`src/rtl/mips_ctrl.sv`:
```
// mips_ctrl -- main instruction decoder for the 5-stage pipelined MIPS core.
//
// Decodes the primary opcode (Op) and, for R-type / SPECIAL2 words, the
// function field (Func) into ALU-stage controls. The decode is purely
// combinational. The only state is a sticky flag. It records that an
// undecodable instruction word was presented.
//
// Ports
//   CLK      in   1  clock, rising edge
//   RESET    in   1  synchronous, active-high; clears Illegal only
//   Op       in   6  instruction [31:26]
//   Func     in   6  instruction [5:0]
//   RegDst   out  1  1 = write Rd, 0 = write Rt
//   ALUOp    out  4  0001 add, 0010 sub, 0100 or-zext16, 1000 lui,
//                    1001 rotrv, 1010 clz, 0000 none (result 0)
//   Alusel   out  1  1 = ALU B operand is the extended immediate
//   clz      out  1  1 = current instruction is CLZ
//   Illegal  out  1  sticky: an undecodable Op/Func was sampled
module mips_ctrl (
    input  logic       CLK,
    input  logic       RESET,
    input  logic [5:0] Op,
    input  logic [5:0] Func,
    output logic       RegDst,
    output logic [3:0] ALUOp,
    output logic       Alusel,
    output logic       clz,
    output logic       Illegal
);

    localparam logic [5:0] OP_RTYPE   = 6'b000000;
    localparam logic [5:0] OP_SPECIAL2 = 6'b011100;
    localparam logic [5:0] OP_ORI     = 6'b001101;
    localparam logic [5:0] OP_LW      = 6'b100011;
    localparam logic [5:0] OP_SW      = 6'b101011;
    localparam logic [5:0] OP_LUI     = 6'b001111;
    localparam logic [5:0] OP_BEQ     = 6'b000100;
    localparam logic [5:0] OP_J       = 6'b000010;
    localparam logic [5:0] OP_JAL     = 6'b000011;

    localparam logic [5:0] FN_ADDU    = 6'b100001;
    localparam logic [5:0] FN_SUBU    = 6'b100011;
    localparam logic [5:0] FN_ROTRV   = 6'b000110;
    localparam logic [5:0] FN_JR      = 6'b001000;
    localparam logic [5:0] FN_NOP     = 6'b000000;
    localparam logic [5:0] FN_CLZ     = 6'b100000;

    localparam logic [3:0] ALU_NONE   = 4'b0000;
    localparam logic [3:0] ALU_ADD    = 4'b0001;
    localparam logic [3:0] ALU_SUB    = 4'b0010;
    localparam logic [3:0] ALU_ORZ    = 4'b0100;
    localparam logic [3:0] ALU_LUI    = 4'b1000;
    localparam logic [3:0] ALU_ROTRV  = 4'b1001;
    localparam logic [3:0] ALU_CLZ    = 4'b1010;

    logic w_illegal;
    logic r_illegal;

    // Undecodable words fall through to the all-zero defaults, so they
    // behave as a nop downstream while raising w_illegal.
    always_comb begin
        RegDst    = 1'b0;
        ALUOp     = ALU_NONE;
        Alusel    = 1'b0;
        clz       = 1'b0;
        w_illegal = 1'b0;
        unique case (Op)
            OP_RTYPE: begin
                unique case (Func)
                    FN_ADDU:  begin RegDst = 1'b1; ALUOp = ALU_ADD;   end
                    FN_SUBU:  begin RegDst = 1'b1; ALUOp = ALU_SUB;   end
                    FN_ROTRV: begin RegDst = 1'b1; ALUOp = ALU_ROTRV; end
                    FN_JR, FN_NOP: ;
                    default:  w_illegal = 1'b1;
                endcase
            end
            OP_SPECIAL2: begin
                if (Func == FN_CLZ) begin
                    RegDst = 1'b1;
                    ALUOp  = ALU_CLZ;
                    clz    = 1'b1;
                end else begin
                    w_illegal = 1'b1;
                end
            end
            OP_ORI:       begin ALUOp = ALU_ORZ; Alusel = 1'b1; end
            OP_LW, OP_SW: begin ALUOp = ALU_ADD; Alusel = 1'b1; end
            OP_LUI:       begin ALUOp = ALU_LUI; Alusel = 1'b1; end
            OP_BEQ:       ALUOp = ALU_SUB;
            OP_J, OP_JAL: ;
            default:      w_illegal = 1'b1;
        endcase
    end

    // Reset takes priority over an illegal word on the same edge.
    always_ff @(posedge CLK) begin
        if (RESET) begin
            r_illegal <= 1'b0;
        end else if (w_illegal) begin
            r_illegal <= 1'b1;
        end
    end

    assign Illegal = r_illegal;

endmodule

```
`config.mk`:
```
export PLATFORM = sky130hd
export DESIGN_NAME = mips_ctrl
export DESIGN_NICKNAME = d
export VERILOG_FILES = /design/src/rtl/mips_ctrl.sv
export SDC_FILE = /design/constraint.sdc
export NUM_CORES = 1
export LEC_CHECK = 0
export ABC_CLOCK_PERIOD_IN_PS = 1860
export CAP_MARGIN = 20
export CELL_PAD_IN_SITES_DETAIL_PLACEMENT = 1
export CELL_PAD_IN_SITES_GLOBAL_PLACEMENT = 2
export CORE_MARGIN = 3
export CORE_UTILIZATION = 13
export CTS_BUF_LIST = sky130_fd_sc_hd__clkbuf_16
export DETAILED_ROUTE_END_ITERATION = 10
export GPL_TIMING_DRIVEN = 0
export PLACE_DENSITY_LB_ADDON = 0.1
export SETUP_SLACK_MARGIN = 0.05
export SYNTH_ARGS = -nofsm -noshare
export SYNTH_HDL_FRONTEND = slang
export SYNTH_SLANG_ARGS = --single-unit
export TNS_END_PERCENT = 100
```
`constraint.sdc`:
```
create_clock -name CLK -period 1.86 [get_ports CLK]
set_input_delay 0.372 -clock CLK [delete_from_list [all_inputs] [get_ports CLK]]
set_output_delay 0.372 -clock CLK [all_outputs]
set_load 0.1 [all_outputs]
```
==> results.yml <==
yosys:
  yosys.area.top_type: "nor3_1"
  seq_area_frac_synth_pct: 6.56
  synth.avg_cell_area_um2: 6.78
  ys_ff_latch: 1
  synth_area_um2: 305
  synth-edff-count: 0
  ys_top_cells_by_count: "7 x nor3_1, 4 x nand2_1, 4 x nand3b_1, 4 x nor2_1"
  yosys-top-cells-area: "nor3_1 11%, nand3b_1 9.8%, dfxtp_1 6.6%"
  yosysWarnings: 0
  syn_inst: 45
  synth_cell_types: 25
  synth-main-ff-cell: "dfxtp_1"
  yosysTopAreaCellShare_pct: 11.5
  async_flop_share_pct: 0
  synth_nets: 59
  synth.most_common_cell: "nor3_1"
route:
  drt_iter0_drc: 0
  routed_via_density: 4.71
  wl_per_cell_um: 13.5
  drt_wl_total_um: 1360
  post-route-drc-count: 0
  dr.pass1.iters: 1
  route.vias.total: 476
  drt.antenna.violating_nets: 0
timing:
  grt_setup_unrepaired: "yes"
  hold_violations: 0
  period_minus_slack_ns: 2.30
  setup_viol: 5
  fin_crit_sh_pct: 124
  finalClockSkew_ns: 0
  slew_headroom_pct: 36.5
  postLayoutSetupSlackWorst_ns: -0.440
  drv_slew: 0
  fmax_ghz: 0.435
  tightest_slew_ns: 0.957
min_path:
  hp-class: "reg -> reg"
  min_delay_path_depth: 2
final_layout:
  num-nets-final: 90
  largest_reg_flops: 1
  insertedDiodeCount: 0
  final_cells: 101
  finalInstanceArea_um2: 797
  areaGrowthSynthToFinish_pct: 161
  fin_util_pct: 38.3
  layout-drive-gt1-share_pct: 55.4
  fillCellCount: 250
pwr:
  power_frac_clock_pct: 0
  p_leak_nw: 0.323
  vdd_ir_drop_max_uv: 122
  switchingPower_w: 0.0000740
  power_w: 0.000150
  switching_share_pct: 49.3
  power_frac_comb_pct: 84.0
  power_frac_seq_pct: 16.0
  p_int_w: 0.0000761
  p_per_area_nw_per_um2: 188
global_route:
  grt_pass1_vias: 491
  grt_overflow: 0
  grt_max_degree: 9
  antenna_found_initial: 0
  grt_pass1_wl_um: 2300
  grt_usage_pct: 9.96
setup_path:
  crit_slowest_cell: "or4_4"
  crit_path_end_kind: "output port"
  critPathKind: "in -> out"
  path_max_fanout: 2
  cp_cell_sequence: "buf_8 -> or3_4 -> buf_4 -> buf_6 -> or4_4 -> o21ai_2 -> a22o_4 -> buf_12"
  reg2reg_depth: 2
  start_kind: "input port"
  arrival_ns: 1.93
  max_stage_delay_ns: 0.47
  required_ns: 1.49
placement:
  postPlaceCellArea_um2: 651
  io_buffers: 21
  gp_congestion: 0.707
  dp.cells: 93
  dpl.hpwl_um: 1050
clock_tree:
  cts_hold_buf: 0
  clk_pin_slew_ns: 0
  insertion_delay_ns: 0
status:
  violations: "setup timing"
  status: "finished with violations"
die:
  die-height_um: 54.5
  coreArea_um2: 2080
  initial_utilization_pct: 14.7
  rows: 16
  die-width_um: 54.5
  dieArea_um2: 2970
  num_io_pins: 22
flow_run:
  drv_cap: 0
cell type report:
class	instances	area [um2]	area share (%)
well taps	27	33.8	4.24
multi-input cells	44	413	51.8
repair buffers	29	330	41.4
flip-flops and latches	1	20.0	2.51
kinds of logic (layout without fill, tap and decap cells):
logic type | count (synthesis) | in the layout | synth area share, %
flops | 1 | 1 | 6.56
compound gates | 15 | 15 | 35.2
buf+inv | 0 | 29 | 0
simple gates | 29 | 29 | 58.2
critical path: cells and delay by family:
kind	cells	cell delay, ns
AND/OR/NAND/NOR	2	0.84
buffers and inverters	4	0.49
AO/OA/AOI/OAI	2	0.20
placed cells by master (no fill, tap or decap), types with 2 or more instances in the layout:
cell type and count:
buf_4 8, buf_12 6, nand3b_1 4, nor3_1 4, dlymetal6s2s_1 4, nor2_1 3
a31oi_1 3, dlygate4sd2_1 3, clkbuf_2 3, buf_6 3, nor3_2 2, nand2_2 2
nand2_1 2, or4_4 2, nor3_4 2, a22o_4 2, o21ai_0 2
power by group through the flow:
stage                     Sequential [W]  Combinational [W]  Clock [W]
after floorplan                0.0000353          0.0000444          0
after global placement         0.0000242           0.000114          0
after detailed placement       0.0000241           0.000115          0
after CTS                      0.0000241           0.000123          0
after global routing           0.0000245           0.000135          0
final                          0.0000241           0.000126          0
final timing paths:
path / start / to / slack, ns
setup / recovery: Op[0] / ALUOp[1] / -0.44
hold / removal: Illegal / Illegal / 0.56
hold reg to reg: Illegal / Illegal / 0.56
setup reg to reg: Illegal / Illegal / 1.19
timing repair:
action                     4_1_cts  5_1_grt
pin swaps                        8        7
gates resized for setup         87       17
hold endpoints to repair         0        0
setup endpoints to repair        9        8
setup buffers                    6        2
cloned                           0        0
stage by stage:
step	TNS, ns	hold WS, ns	worst slack [ns]
3_3_place_gp	-11.88	0.558	-1.97
4_1_cts	-2.69	0.571	-0.610
6_report	-1.76	0.556	-0.440
2_1_floorplan	-1.14	0.441	-0.330
5_1_grt	-2.06	0.617	-0.496
3_5_place_dp	-11.95	0.570	-1.99
layer usage:
| layer | GRT usage [%] | part of all wire [%] | wire [um] |
|---|---|---|---|
| met5 | 0 | 0 | 0 |
| met4 | 0 | 0 | 0 |
| met3 | 1.09 | 6.7 | 91 |
| met2 | 16.9 | 45 | 610 |
| met1 | 14.2 | 48 | 659 |
No activity file was read; power rests on OpenSTA's default activity.
